## src/rtl/chunked_adder.sv

```systemverilog
// chunked_adder: multi-cycle adder, CHUNK bits per clock from the LSB, with start/busy/done handshake.
// Define CHUNKED_ADDER_SUBTRACT_EN to add the sub input (a + ~b + cin).
module chunked_adder #(
    parameter int WIDTH = 16,
    parameter int CHUNK = 4
) (
    input  logic             clk,
    input  logic             rst_n,
    input  logic             start,
    input  logic [WIDTH-1:0] a,
    input  logic [WIDTH-1:0] b,
    input  logic             cin,
`ifdef CHUNKED_ADDER_SUBTRACT_EN
    input  logic             sub,
`endif
    output logic             busy,
    output logic             done,
    output logic [WIDTH-1:0] sum,
    output logic             cout,
    output logic             overflow
);
    localparam int NCHUNK = WIDTH / CHUNK;
    localparam int IW = NCHUNK > 1 ? $clog2(NCHUNK) : 1;

    typedef enum logic [1:0] {IDLE, RUN, DONE} state_t;

    state_t           state_q, state_d;
    logic [WIDTH-1:0] a_q, a_d, b_q, b_d, shadow_q, shadow_d, sum_q, sum_d;
    logic             carry_q, carry_d, cout_q, cout_d, ovf_q, ovf_d;
    logic [IW-1:0]    idx_q, idx_d;
    logic [WIDTH-1:0] b_in;
    logic [CHUNK-1:0] ca, cb, psum;
    logic             c_out;

    always_comb begin
        b_in = b;
`ifdef CHUNKED_ADDER_SUBTRACT_EN
        b_in = sub ? ~b : b;
`endif
        ca = a_q[idx_q*CHUNK +: CHUNK];
        cb = b_q[idx_q*CHUNK +: CHUNK];
        {c_out, psum} = {1'b0, ca} + {1'b0, cb} + {{CHUNK{1'b0}}, carry_q};
        state_d  = state_q == DONE ? IDLE : state_q;
        a_d      = a_q;
        b_d      = b_q;
        carry_d  = carry_q;
        idx_d    = idx_q;
        shadow_d = shadow_q;
        sum_d    = sum_q;
        cout_d   = cout_q;
        ovf_d    = ovf_q;
        if (state_q == RUN) begin
            shadow_d[idx_q*CHUNK +: CHUNK] = psum;
            carry_d = c_out;
            idx_d   = idx_q + 1'b1;
            if (idx_q == IW'(NCHUNK - 1)) begin
                sum_d   = shadow_d;
                cout_d  = c_out;
                // carry into the MSB is recovered from the MSB sum bit
                ovf_d   = (ca[CHUNK-1] ^ cb[CHUNK-1] ^ psum[CHUNK-1]) ^ c_out;
                state_d = DONE;
            end
        end
        if (state_q != RUN && start) begin
            a_d     = a;
            b_d     = b_in;
            carry_d = cin;
            idx_d   = '0;
            state_d = RUN;
        end
    end

    always_ff @(posedge clk or negedge rst_n) begin
        if (!rst_n) begin
            state_q  <= IDLE;
            a_q      <= '0;
            b_q      <= '0;
            carry_q  <= 1'b0;
            idx_q    <= '0;
            shadow_q <= '0;
            sum_q    <= '0;
            cout_q   <= 1'b0;
            ovf_q    <= 1'b0;
        end else begin
            state_q  <= state_d;
            a_q      <= a_d;
            b_q      <= b_d;
            carry_q  <= carry_d;
            idx_q    <= idx_d;
            shadow_q <= shadow_d;
            sum_q    <= sum_d;
            cout_q   <= cout_d;
            ovf_q    <= ovf_d;
        end
    end

    assign busy     = state_q == RUN;
    assign done     = state_q == DONE;
    assign sum      = sum_q;
    assign cout     = cout_q;
    assign overflow = ovf_q;
endmodule
```

## config.mk

```make
export PLATFORM = sky130hd
export DESIGN_NAME = chunked_adder
export DESIGN_NICKNAME = d
export VERILOG_FILES = /design/src/rtl/chunked_adder.sv
export SDC_FILE = /design/constraint.sdc
export NUM_CORES = 1
export LEC_CHECK = 0
export BUFFER_PORTS_ARGS = -buffer_cell sky130_fd_sc_hd__buf_2
export CORE_MARGIN = 5
export CORE_UTILIZATION = 60
export DETAILED_ROUTE_END_ITERATION = 6
export GPL_ROUTABILITY_DRIVEN = 0
export PLACE_DENSITY_LB_ADDON = 0.05
export SETUP_SLACK_MARGIN = 0.3
export SYNTH_ARGS = -nofsm -noshare
export SYNTH_HDL_FRONTEND = slang
export SYNTH_SLANG_ARGS = --single-unit
```

## constraint.sdc

```tcl
create_clock -name clk -period 5.5 [get_ports clk]
set_input_delay 1.1 -clock clk [delete_from_list [all_inputs] [get_ports clk]]
set_output_delay 1.1 -clock clk [all_outputs]
set_load 0.02 [all_outputs]
```

==> flow_summary.toml <==
[grt]
grt_max_degree = 42
grt_pass1_wl_mm = 11.05
grt_pass1_vias = 2260
grt_overflow = 0
grt.total_usage = 0.1978
antenna_found_initial = 0

[floorplanning]
die_area_um2 = 7146
core-area_um2 = 5439
die_w_um = 84.54
num_io_pins = 56
die_h_um = 84.54
start_util = 0.6128
num_rows = 27

[route]
detail_route.iter0.violations = 109
dr.pass1.iters = 4
ant_nets = 0
vias_per_cell = 5.598
drt_wl_total_mm = 6.618
drcViolationCount = 0
wire_per_inst_um = 17.15
num_vias = 2161

[clocking]
clk_pin_slew_ps = 80
clkLatencyLatePin_ps = 350
htreeDepth = 3
clkSinkCount = 71
clockRootBuffer = "clkbuf_8"
cts_made_buffers = 9
cts_resized = 0
hold_buffers = 0
cts_tree = "built"
cts_setup_buffers = 0
cts_buffer_depth = 2

[timing]
worst_slew_pin_slew_ps = 737.8
skew_ps = 12.03
tns_ps = 0
setup_slack_ps = 2275
rsz0062_at_grt = "false"
finalMaxSlewViolations = 0
timing.final.crit_share = 0.5865
maxSlewHeadroom = 0.5082
max_freq_ghz = 0.3100
period_minus_slack_ps = 3225
hold_viol_final = 0
setup_viol = 0

[logic_synthesis]
syn_area_per_cell_um2 = 13.07
syn-num-nets = 302
synth_enable_flop_cells = 0
synthDistinctLibCells = 38
synth_area_um2 = 3333
yosys_warnings = 0
synth_seq_cells = 71
synthArstFlopShare = 1.000
ys.flop_type = "dfrtp_1"
yosysSeqAreaShare = 0.5330
synthCells = 255

[finish]
diodes = 0
final_nets = 356
drive_gt1_frac = 0.3662
fin_area_um2 = 3915
area_growth_pct = 17.45

[worst_setup_path]
end_kind = "flop"
worstPathRequired_ps = 5780
cp.arrival_ps = 3510
start_kind = "flop"
crit_path_frequent_cell = "fa_1"
slowest_delay_ps = 830
cp_max_fo = 16
cp_cell_sequence = "mux4_1 -> fa_1 -> fa_1 -> xor2_1 -> and2_1 -> a22o_2"
slowest_stage = "dfrtp_1"
critPathKind = "reg -> reg"

[pwr]
power.density_nw_per_um2 = 719.3
ir_worst_vdd_uv = 412.4
leakage_uw = 0.001826
p_total_uw = 2816

[placement]
io_buffer_count = 55
place_hpwl_mm = 4.499
placed_cell_area_um2 = 3645
place_ws_ps = 2298

[flow_run]
max_cap_viol_count = 0

[run_status]
status = "complete, no violations"

[min_path]
hold_path_class = "reg -> reg"
[cells in the final DEF, fill, tap and decap left out, types with 2 or more instances in the layout]
cell type	count
nor2b_1	14
o21ai_0	15
buf_2	55
a22o_1	3
nand2_1	21
o21ai_1	3
mux4_1	8
a32o_1	12
nor3b_1	4
nand3_1	4
dfrtp_1	71
and4bb_2	2
a21oi_1	18
xor2_1	2
buf_4	3
fa_1	2
a21o_1	2
mux2_2	32
clkbuf_8	10
bufinv_16	4
xnor2_1	2
ha_1	9
[synth_stat cells, types with 2 or more instances]
cell type,number,area share
nand3_1,4,0.0060
nor3b_1,4,0.0090
buf_2,8,0.012
a32o_1,12,0.036
a21oi_1,18,0.027
and4bb_2,2,0.0075
a22o_1,3,0.0079
clkbuf_1,4,0.0045
xnor2_1,2,0.0053
mux4_1,8,0.063
clkbuf_2,2,0.0030
fa_1,2,0.012
nor2b_1,14,0.026
a21o_1,2,0.0045
dfrtp_1,71,0.53
mux2_2,32,0.11
xor2_1,2,0.0053
o21ai_0,15,0.023
nand2_1,21,0.024
o21ai_1,3,0.0045
ha_1,9,0.034
[final cells by class]
class	count	area, um^2
Sequential cell	71	1777
Fill cell	401	1524
Multi-Input combinational cell	166	1464
Timing Repair Buffer	58	297.8
Clock buffer	11	141.4
Clock inverter	5	128.9
Tap cell	72	90.09
Inverter	3	16.27
[sequential cells by signal (all words and copies together) (netlist names)]
register,flops
sum,16
b_q,16
state_q,2
a_q,16
shadow_q,16
carry_q,1
cout,1
idx_q,2
overflow,1
[routing by layer]
layer / vias up / wire [um] / GRT usage
met3: 14 / 284 / 0.04024
met1: 1055 / 2821 / 0.2472
met5: - / 0 / 0
li1: 1048 / - / -
met4: 0 / 136 / 0.08921
met2: 44 / 3376 / 0.3317
[stage by stage]
stage / utilization / instances / hold slack, ps
CTS: 0.7198 / 386 / 482.1
floorplan: - / 255 / 457.9
detailed placement: 0.6701 / 370 / 464.8
finish: 0.7198 / 386 / 477.6
global route: 0.7198 / 386 / 500.2
global placement: 0.6701 / 370 / 457.9
[worst max-delay path: cells and delay by family (launching register included)]
| family | cells | cell delay [ps] |
|---|---|---|
| muxes | 1 | 680 |
| DFF | 1 | 830 |
| xor gates and xnor gates | 1 | 360 |
| AOI/OAI and AO/OA | 1 | 170 |
| adders and majority gates | 2 | 860 |
| and+or+nand+nor | 1 | 260 |
[kinds of logic (layout without fill, tap and decap cells)]
logic type / count (synthesis) / in the layout / share of synthesized area
AND/OR/NAND/NOR: 51 / 51 / 0.09122
XOR/XNOR: 4 / 4 / 0.01051
buffers and inverters: 18 / 77 / 0.02778
adder cells (fa/ha/maj): 11 / 11 / 0.04580
AO/OA/AOI/OAI: 60 / 60 / 0.1205
multiplexers: 40 / 40 / 0.1712
flip-flops: 71 / 71 / 0.5330
[final timing paths]
kind | startpoint | to | slack (ps) | cells past startpoint
setup / recovery | idx_q[0]$_DFFE_PN0P_ | shadow_q[14]$_DFFE_PN0P_ | 2270 | 6
hold / removal | sum[12]$_DFFE_PN0P_ | sum[12]$_DFFE_PN0P_ | 480 | 2
setup reg to reg | idx_q[0]$_DFFE_PN0P_ | shadow_q[14]$_DFFE_PN0P_ | 2270 | 6
hold reg to reg | sum[12]$_DFFE_PN0P_ | sum[12]$_DFFE_PN0P_ | 480 | 2
max in group asynchronous | rst_n | b_q[12]$_DFFE_PN0P_ | 3740 | 2
min in group asynchronous | rst_n | sum[7]$_DFFE_PN0P_ | 780 | 1
[report_power, final]
| group | internal [uW] | switching (uW) | leakage (uW) |
|---|---|---|---|
| registers | 746 | 149 | 0.000899 |
| clock network | 361 | 198 | 0.000134 |
| logic | 592 | 770 | 0.000793 |
| total | 1700 | 1120 | 0.00183 |
Note: power is estimated with default switching activity, not from simulation.
